## src/rtl/serial_adder_if.sv

```systemverilog
// Bundles the request/result signals of the bit-serial adder.
// The requester drives operands and start; the adder returns busy/done and the result.
interface serial_adder_if #(
    parameter int WIDTH = 8
);
    logic             start;
    logic [WIDTH-1:0] a;
    logic [WIDTH-1:0] b;
    logic             cin;
    logic             busy;
    logic             done;
    logic [WIDTH-1:0] sum;
    logic             cout;

    modport master (
        output start, a, b, cin,
        input  busy, done, sum, cout
    );

    modport slave (
        input  start, a, b, cin,
        output busy, done, sum, cout
    );
endinterface

```

## src/rtl/serial_adder.sv

```systemverilog
// Bit-serial adder: two half adders plus an OR form a full adder, and a carry
// flop chains the bits LSB-first, one bit per clock. The registered sum and
// carry-out are loaded on the last shift edge and announced with a one-cycle
// done pulse.
module serial_adder #(
    parameter int WIDTH = 8
) (
    input  logic          clk,
    input  logic          rst_n,
    serial_adder_if.slave bus
);
    localparam int CW = (WIDTH > 2) ? $clog2(WIDTH) : 1;

    typedef enum logic [1:0] {
        ST_IDLE  = 2'd0,
        ST_SHIFT = 2'd1,
        ST_DONE  = 2'd2
    } state_t;

    state_t state_q, state_d;

    // The operand A register doubles as the result shift register: each new
    // sum bit enters at the MSB as the consumed operand bit leaves at the LSB.
    logic [WIDTH-1:0] a_sh_q;
    logic [WIDTH-1:0] b_sh_q;
    logic             carry_q;
    logic [CW-1:0]    cnt_q;
    logic [WIDTH-1:0] sum_q;
    logic             cout_q;

    logic s1, c1, s_bit, c2, carry_next, last_bit;
    logic busy_d, done_d;

    // Full adder out of two half-adder cells and an OR.
    assign s1         = a_sh_q[0] ^ b_sh_q[0];
    assign c1         = a_sh_q[0] & b_sh_q[0];
    assign s_bit      = s1 ^ carry_q;
    assign c2         = s1 & carry_q;
    assign carry_next = c1 | c2;
    assign last_bit   = (cnt_q == CW'(WIDTH - 1));

    // State register.
    always_ff @(posedge clk or negedge rst_n) begin
        if (!rst_n) begin
            state_q <= ST_IDLE;
        end else begin
            state_q <= state_d;
        end
    end

    // Next-state and status outputs; start is only looked at in IDLE.
    always_comb begin
        state_d = state_q;
        busy_d  = 1'b0;
        done_d  = 1'b0;
        case (state_q)
            ST_IDLE: begin
                if (bus.start) begin
                    state_d = ST_SHIFT;
                end
            end
            ST_SHIFT: begin
                busy_d = 1'b1;
                if (last_bit) begin
                    state_d = ST_DONE;
                end
            end
            ST_DONE: begin
                busy_d  = 1'b1;
                done_d  = 1'b1;
                state_d = ST_IDLE;
            end
            default: begin
                state_d = ST_IDLE;
            end
        endcase
    end

    // Datapath: capture on accept, one full-adder step per shift edge, and
    // load the visible result only on the final shift edge.
    always_ff @(posedge clk or negedge rst_n) begin
        if (!rst_n) begin
            a_sh_q  <= '0;
            b_sh_q  <= '0;
            carry_q <= 1'b0;
            cnt_q   <= '0;
            sum_q   <= '0;
            cout_q  <= 1'b0;
        end else begin
            case (state_q)
                ST_IDLE: begin
                    if (bus.start) begin
                        a_sh_q  <= bus.a;
                        b_sh_q  <= bus.b;
                        carry_q <= bus.cin;
                        cnt_q   <= '0;
                    end
                end
                ST_SHIFT: begin
                    a_sh_q  <= {s_bit, a_sh_q[WIDTH-1:1]};
                    b_sh_q  <= b_sh_q >> 1;
                    carry_q <= carry_next;
                    cnt_q   <= cnt_q + 1'b1;
                    if (last_bit) begin
                        sum_q  <= {s_bit, a_sh_q[WIDTH-1:1]};
                        cout_q <= carry_next;
                    end
                end
                default: begin
                end
            endcase
        end
    end

    assign bus.busy = busy_d;
    assign bus.done = done_d;
    assign bus.sum  = sum_q;
    assign bus.cout = cout_q;
endmodule

```

## src/flat_wrapper.sv

```systemverilog
// flat-port wrapper written by rule: the top's interface ports become plain ports
module serial_adder_flat 
#(
    parameter int WIDTH = 8
)
  (clk, rst_n, bus_start, bus_a, bus_b, bus_cin, bus_busy, bus_done, bus_sum, bus_cout);
  serial_adder_if #(.WIDTH(WIDTH)) bus_i ();
  input  logic clk;
  input  logic rst_n;
  input wire logic [$bits(bus_i.start)-1:0] bus_start;
  input wire logic [$bits(bus_i.a)-1:0] bus_a;
  input wire logic [$bits(bus_i.b)-1:0] bus_b;
  input wire logic [$bits(bus_i.cin)-1:0] bus_cin;
  output wire logic [$bits(bus_i.busy)-1:0] bus_busy;
  output wire logic [$bits(bus_i.done)-1:0] bus_done;
  output wire logic [$bits(bus_i.sum)-1:0] bus_sum;
  output wire logic [$bits(bus_i.cout)-1:0] bus_cout;
  assign bus_i.start = bus_start;
  assign bus_i.a = bus_a;
  assign bus_i.b = bus_b;
  assign bus_i.cin = bus_cin;
  assign bus_busy = bus_i.busy;
  assign bus_done = bus_i.done;
  assign bus_sum = bus_i.sum;
  assign bus_cout = bus_i.cout;
  serial_adder #(.WIDTH(WIDTH)) u_core (.clk(clk), .rst_n(rst_n), .bus(bus_i));
endmodule
```

## config.mk

```make
export PLATFORM = sky130hd
export DESIGN_NAME = serial_adder_flat
export DESIGN_NICKNAME = d
export VERILOG_FILES = /design/src/rtl/serial_adder_if.sv /design/src/rtl/serial_adder.sv /design/src/flat_wrapper.sv
export SDC_FILE = /design/constraint.sdc
export NUM_CORES = 1
export LEC_CHECK = 0
export CORE_MARGIN = 2
export CORE_UTILIZATION = 50
export CTS_BUF_LIST = sky130_fd_sc_hd__clkbuf_4 sky130_fd_sc_hd__clkbuf_8
export DETAILED_ROUTE_END_ITERATION = 8
export GPL_TIMING_DRIVEN = 1
export PLACE_DENSITY = 0.74
export SYNTH_ARGS = -nofsm -noshare
export SYNTH_HDL_FRONTEND = slang
export SYNTH_SLANG_ARGS = --single-unit
```

## constraint.sdc

```tcl
create_clock -name clk -period 2.5 [get_ports clk]
set_input_delay 0.25 -clock clk [delete_from_list [all_inputs] [get_ports clk]]
set_output_delay 0.25 -clock clk [all_outputs]
set_load 0.03 [all_outputs]
```

==> metrics.md, run 1 <==
| Metric | Value |
|---|---|
| Status | complete, no violations |
| DP Wirelength | 2347 µm |
| CTS resizes | 0 |
| Final setup skew | 0.008552 ns |
| Initial Utilization | 51.63% |
| CORE AREA | 0.003003 mm² |
| Clock Path Buffers | 2 |
| Row count | 20 |
| Synth unique cells | 27 |
| FF-to-FF setup slack | 0.50 ns |
| First-pass iteration count of the detailed router | 4 |
| IO Port Bufs | 30 |
| Delay-heaviest family, CP | simple AND/OR/NAND/NOR gates |
| Commonest non-fill, non-tap cell in the layout | dfrtp_1 |
| Crit path to | u_core.cnt_q[0] |
| Via count | 1220 |
| Mapped Cells | 143 |
| Die width | 59.68 µm |
| Setup slack at placement | 0.5629 ns |
| Worst hold slack | 0.2896 ns |
| Number of global-route vias before repair | 1251 |
| Synthesized area per cell | 10.84 µm² |
| Num CTS Buffers | 5 |
| Unrepaired setup endpoints after global routing | no |
| CP startpoint kind | flip-flop |
| Clk_lat worst skew | 0.34 ns |
| Final setup fails | 0 |
| GP Congestion | 0.7842 |
| Clock root cell | clkbuf_4 |
| Largest net degree at the start of global routing | 32 |
| Setup ws final | 0.5024 ns |
| Setup TNS | 0 ns |
| Post-synthesis sequential area ratio | 50.04% |
| CTS tree | done |
| Yosys reg bits | 31 |
| Post-CTS Setup Bufs | 0 |
| Max incr delay on CP | 0.58 ns |
| Total global routing overflow | 0 |
| Syn nets | 169 |
| CTS clk-pin slew, worst paths | 0.10 ns |
| CTS sink count | 31 |
| Antenna diodes | 0 |
| Antenna violations before repair | 0 |
| Relative slew slack | 54.37% |
| Fin crit share | 79.91% |
| Layout area overhead | 24.05% |
| FF-to-FF path depth | 5 |
| Total track usage | 21.39% |
| Crit-path cells | inv_1 -> ha_1 -> nand2b_1 -> o21ai_2 -> mux2_2 |
| CP arrival | 2.23 ns |
| H-tree level count | 2 |
| Final WL | 3454 µm |
| DR vias/cell | 5.894 |
| Ports | 31 |
| RR Startpoint | u_core.state_q[0] |
| Final Hold Fails | 0 |
| Finished Layout Cells | 207 |
| CP max FO | 18 |
| Cell Area, Synth | 0.001550 mm² |
| CP required | 2.73 ns |
| Layout cells sized above 1 | 14.37% |
| Worst path bufs/invs | 1 |
| Worst Setup SP | u_core.state_q[0] |
| Most frequent cells in the layout | dfrtp_1 (31), clkdlybuf4s50_1 (30), nand3_1 (16), nand2_1 (12) |
| Final ANT Viol Nets | 0 |
| Placed Area | 0.001851 mm² |
| Post-route minimum period | 1.998 ns |
| Placed cells | 199 |
| Detailed-route wire length per cell | 16.69 µm |
| CP Capture Type | flip-flop |
| Die Span Y | 59.68 µm |
| Crit Reg-Reg Endpoint | u_core.cnt_q[0] |
| Max Freq | 0.5006 GHz |
| Design Area, Final | 0.001923 mm² |
| Die area | 0.003562 mm² |
| VDD IR-drop max | 0.0006166 V |
| Iteration-0 DRC Markers | 44 |
| Count of pins over their slew limit | 0 |
| Leakage | 0.8513 nW |
| Worst Tran Pin Value | 0.6844 ns |
| First-pass GRT wire length | 5609 µm |
| Slowest CP cell | nand2b_1 |
| DRC Markers | 0 |
| Syn. warnings | 0 |
| Crit path depth | 5 |
| # hold bufs at CTS | 0 |
| Kind of critical path | flip-flop to flip-flop |
| Final net count | 199 |
| Maxcap violations | 0 |
| Worst hold path class | input pin to async pin |
| PD cells | 1280 mW/mm² |
| FILL cells | 243 |
[through the flow]
| stage | utilization, % | total power, mW |
|---|---|---|
| 6_report | 64.04 | 2.461 |
| 4_1_cts | 64.04 | 2.470 |
| 2_1_floorplan | - | 1.765 |
| 3_5_place_dp | 61.63 | 2.113 |
| 3_3_place_gp | 61.63 | 2.047 |
| 5_1_grt | 64.04 | 2.618 |
[cell families after synthesis]
| kind of cell | after synthesis | synth area share (%) |
|---|---|---|
| flip-flops | 31 | 50.04 |
| adder cells (fa/ha/maj) | 6 | 5.327 |
| multiplexers | 8 | 7.264 |
| AND/OR/NAND/NOR | 47 | 14.37 |
| buffers and inverters | 17 | 5.811 |
| AO/OA/AOI/OAI | 34 | 17.19 |
[Yosys cell counts (all sizes together)]
master,number,area (µm²)
nor2,8,37.54
ha,5,62.56
inv,7,26.27
o22ai,8,50.05
buf,10,63.81
a221oi,3,45.04
fa,1,20.02
a21oi,4,20.02
nand3,16,80.08
a32oi,8,70.07
nor2b,1,6.260
nor3,7,35.03
a211oi,5,37.54
mux2,8,112.6
a22o,2,17.52
dfrtp,31,775.7
nand2,12,45.04
and2,1,6.260
a22oi,1,7.510
o21ai,3,18.77
nand2b,2,12.51
[metal layers]
metal | GRT usage, % | vias to the layer above | part of all wire [%]
li1 | - | 588 | -
met1 | 26.09 | 593 | 43
met2 | 36.18 | 33 | 50
met3 | 6.061 | 6 | 5.2
met4 | 7.302 | 0 | 1.4
met5 | 0 | - | 0
[sequential cells by signal (all words and copies together), names as in the netlist]
name and count:
u_core.bus.sum 8, u_core.b_sh_q 8, u_core.cnt_q 3, u_core.bus.cout 1
u_core.a_sh_q 8, u_core.state_q 2, u_core.carry_q 1
[area by class of cell]
| class | instances | area [µm²] | share of cell area [%] |
|---|---|---|---|
| Inverter | 7 | 26.28 | 1.366 |
| Clock buffer | 8 | 72.57 | 3.774 |
| Tap cell | 33 | 41.29 | 2.147 |
| Multi-Input combinational cell | 95 | 684.4 | 35.59 |
| Timing Repair Buffer | 33 | 322.8 | 16.79 |
| Sequential cell | 31 | 775.7 | 40.34 |
[where the power goes]
group	leakage [nW]	total (mW)	internal [mW]	switching (mW)
registers	0.387	0.892	0.727	0.165
logic	0.422	1.22	0.518	0.698
clock network	0.0420	0.352	0.176	0.176
[how the worst min path moves through the flow]
stage / start / slack [ns] / end / cells past startpoint
after floorplan: rst_n / -0.05 / u_core.a_sh_q[0] / 0
after global placement: u_core.bus.sum[6] / 0.47 / u_core.bus.sum[6] / 2
after detailed placement: u_core.bus.sum[6] / 0.48 / u_core.bus.sum[6] / 2
after CTS: rst_n / 0.31 / u_core.a_sh_q[4] / 2
after global routing: rst_n / 0.34 / u_core.bus.sum[7] / 2
final: rst_n / 0.29 / u_core.bus.sum[5] / 2
No activity file was read; power rests on OpenSTA's default activity.
==> inputs of run 2 (changes only) <==
==> constraint.sdc (replaced) <==
create_clock -name clk -period 1.9 [get_ports clk]
set_input_delay 0.19 -clock clk [delete_from_list [all_inputs] [get_ports clk]]
set_output_delay 0.19 -clock clk [all_outputs]
set_load 0.03 [all_outputs]
==> run 2 against run 1 <==
Register-to-register slack lost 0.38 ns. Sequential share of layout area is 0.65 points lower. Clock skew shrank 0.0045 ns. Via count up 3.6%. Setup slack got worse by 0.42 ns. Cell area rose by 1.6%. Non-clock buffer count increased by 8. Critical path type is now flip-flop to primary output. Critical endpoint is now bus_done. Highest routed layer unchanged.
==> metrics.md, run 2 (synthesized netlist as in run 1, its figures left out) <==
| Metric | Value |
|---|---|
| Count of pins over their slew limit | 0 |
| DRC Markers | 0 |
| Via count | 1264 |
| FF-to-FF setup slack | 0.12 ns |
| DR vias/cell | 5.934 |
| Layout area overhead | 26.07% |
| Die width | 59.68 µm |
| Total track usage | 21.56% |
| CP arrival | 1.63 ns |
| Num CTS Buffers | 5 |
| Leakage | 0.8768 nW |
| Largest net degree at the start of global routing | 32 |
| Commonest non-fill, non-tap cell in the layout | dfrtp_1 |
| Final setup skew | 0.004065 ns |
| Clock Path Buffers | 2 |
| Most frequent cells in the layout | dfrtp_1 (31), clkdlybuf4s50_1 (29), nand3_1 (16), nand2_1 (12), buf_4 (11) |
| CP Capture Type | primary output |
| Layout cells sized above 1 | 17.22% |
| Clk_lat worst skew | 0.32 ns |
| Worst hold path class | input pin to async pin |
| CTS tree | done |
| Antenna violations before repair | 0 |
| IO Port Bufs | 30 |
| Final Hold Fails | 0 |
| Max Freq | 0.5488 GHz |
| Clock root cell | clkbuf_4 |
| CTS clk-pin slew, worst paths | 0.09 ns |
| CORE AREA | 0.003003 mm² |
| Relative slew slack | 67.37% |
| Final ANT Viol Nets | 0 |
| Number of global-route vias before repair | 1305 |
| Die area | 0.003562 mm² |
| First-pass iteration count of the detailed router | 4 |
| Setup TNS | 0 ns |
| CP startpoint kind | flip-flop |
| FILL cells | 241 |
| H-tree level count | 2 |
| Detailed-route wire length per cell | 16.19 µm |
| Final setup fails | 0 |
| Ports | 31 |
| Iteration-0 DRC Markers | 66 |
| Total global routing overflow | 0 |
| PD cells | 1643 mW/mm² |
| Maxcap violations | 0 |
| Antenna diodes | 0 |
| GP Congestion | 0.7567 |
| Kind of critical path | flip-flop to primary output |
| Fin crit share | 95.90% |
| CP required | 1.71 ns |
| CP max FO | 3 |
| Post-route minimum period | 1.822 ns |
| DP Wirelength | 2474 µm |
| Status | complete, no violations |
| Row count | 20 |
| VDD IR-drop max | 0.0009703 V |
| Unrepaired setup endpoints after global routing | no |
| Final WL | 3448 µm |
| Initial Utilization | 51.63% |
| Die Span Y | 59.68 µm |
| Final net count | 207 |
| First-pass GRT wire length | 5651 µm |
| CTS sink count | 31 |
| Util after Layout | 65.08% |
| Worst Tran Pin Value | 0.4883 ns |
run 2: cell types whose count changed in the layout (fill, tap and decap cells not counted), sizes merged:
cell	delta
clkdlybuf4s50	-1
clkbuf	-2
dlygate4sd2	+1
buf	+8
run 2: path summary, 6_finish.rpt:
path / startpoint / endpoint / cells past startpoint
max: u_core.state_q[0] / bus_done / 3
min: rst_n / u_core.a_sh_q[3] / 2
max reg2reg: u_core.state_q[1] / u_core.carry_q / 6
min reg2reg: u_core.bus.sum[6] / u_core.bus.sum[6] / 2
max in group asynchronous: rst_n / u_core.a_sh_q[6] / 2
min in group clk: u_core.bus.sum[6] / u_core.bus.sum[6] / 2
run 2: cell type report:
type / instances / area [µm²] / area share (%)
clock buffer: 6 / 45.04 / 2.305
inverter: 7 / 26.28 / 1.344
multi-input combinational: 95 / 684.4 / 35.02
sequential: 31 / 775.7 / 39.69
tap: 33 / 41.29 / 2.113
timing repair buffer: 41 / 381.6 / 19.53
run 2: repair_timing:
item | 4_1_cts | 5_1_grt
hold buffers | 0 | 0
gates resized for setup | 1 | 0
endpoints found under the setup margin | 1 | 0
setup buffers | 0 | 0
run 2: power by group:
group / leakage, nW / internal (mW) / switching (mW)
Clock: 0.0276 / 0.146 / 0.206
Combinational: 0.462 / 0.752 / 0.937
Sequential: 0.387 / 0.957 / 0.215
run 2: stage by stage:
| stage | setup WS, ns | cell area, µm² | hold slack (ns) | total power, mW | instances |
|---|---|---|---|---|---|
| 5_1_grt | 0.006831 | 1954 | 0.2960 | 3.433 | 213 |
| 3_5_place_dp | 0.1527 | 1911 | 0.4676 | 2.876 | 207 |
| 4_1_cts | 0.06108 | 1954 | 0.2521 | 3.227 | 213 |
| 2_1_floorplan | 0.4721 | 1550 | -0.1056 | 2.322 | 143 |
| 6_report | 0.07787 | 1954 | 0.2522 | 3.212 | 213 |
| 3_3_place_gp | 0.2308 | 1911 | 0.4693 | 2.802 | 207 |
run 2: metal layers:
layer  global-route usage (%)  vias to the layer above  part of all wire (%)
li1                         -                      597                     -
met1                    26.06                      617                    43
met2                    34.63                       41                    49
met3                    6.926                        9                   6.1
met4                    10.48                        0                   2.5
met5                        0                        -                     0
run 2: worst max-delay path, cell delays in order, from the launching register on:
cell	delay (ns)
dfrtp_1	0.41
inv_1	0.09
ha_1	0.15
clkdlybuf4s50_1	0.66
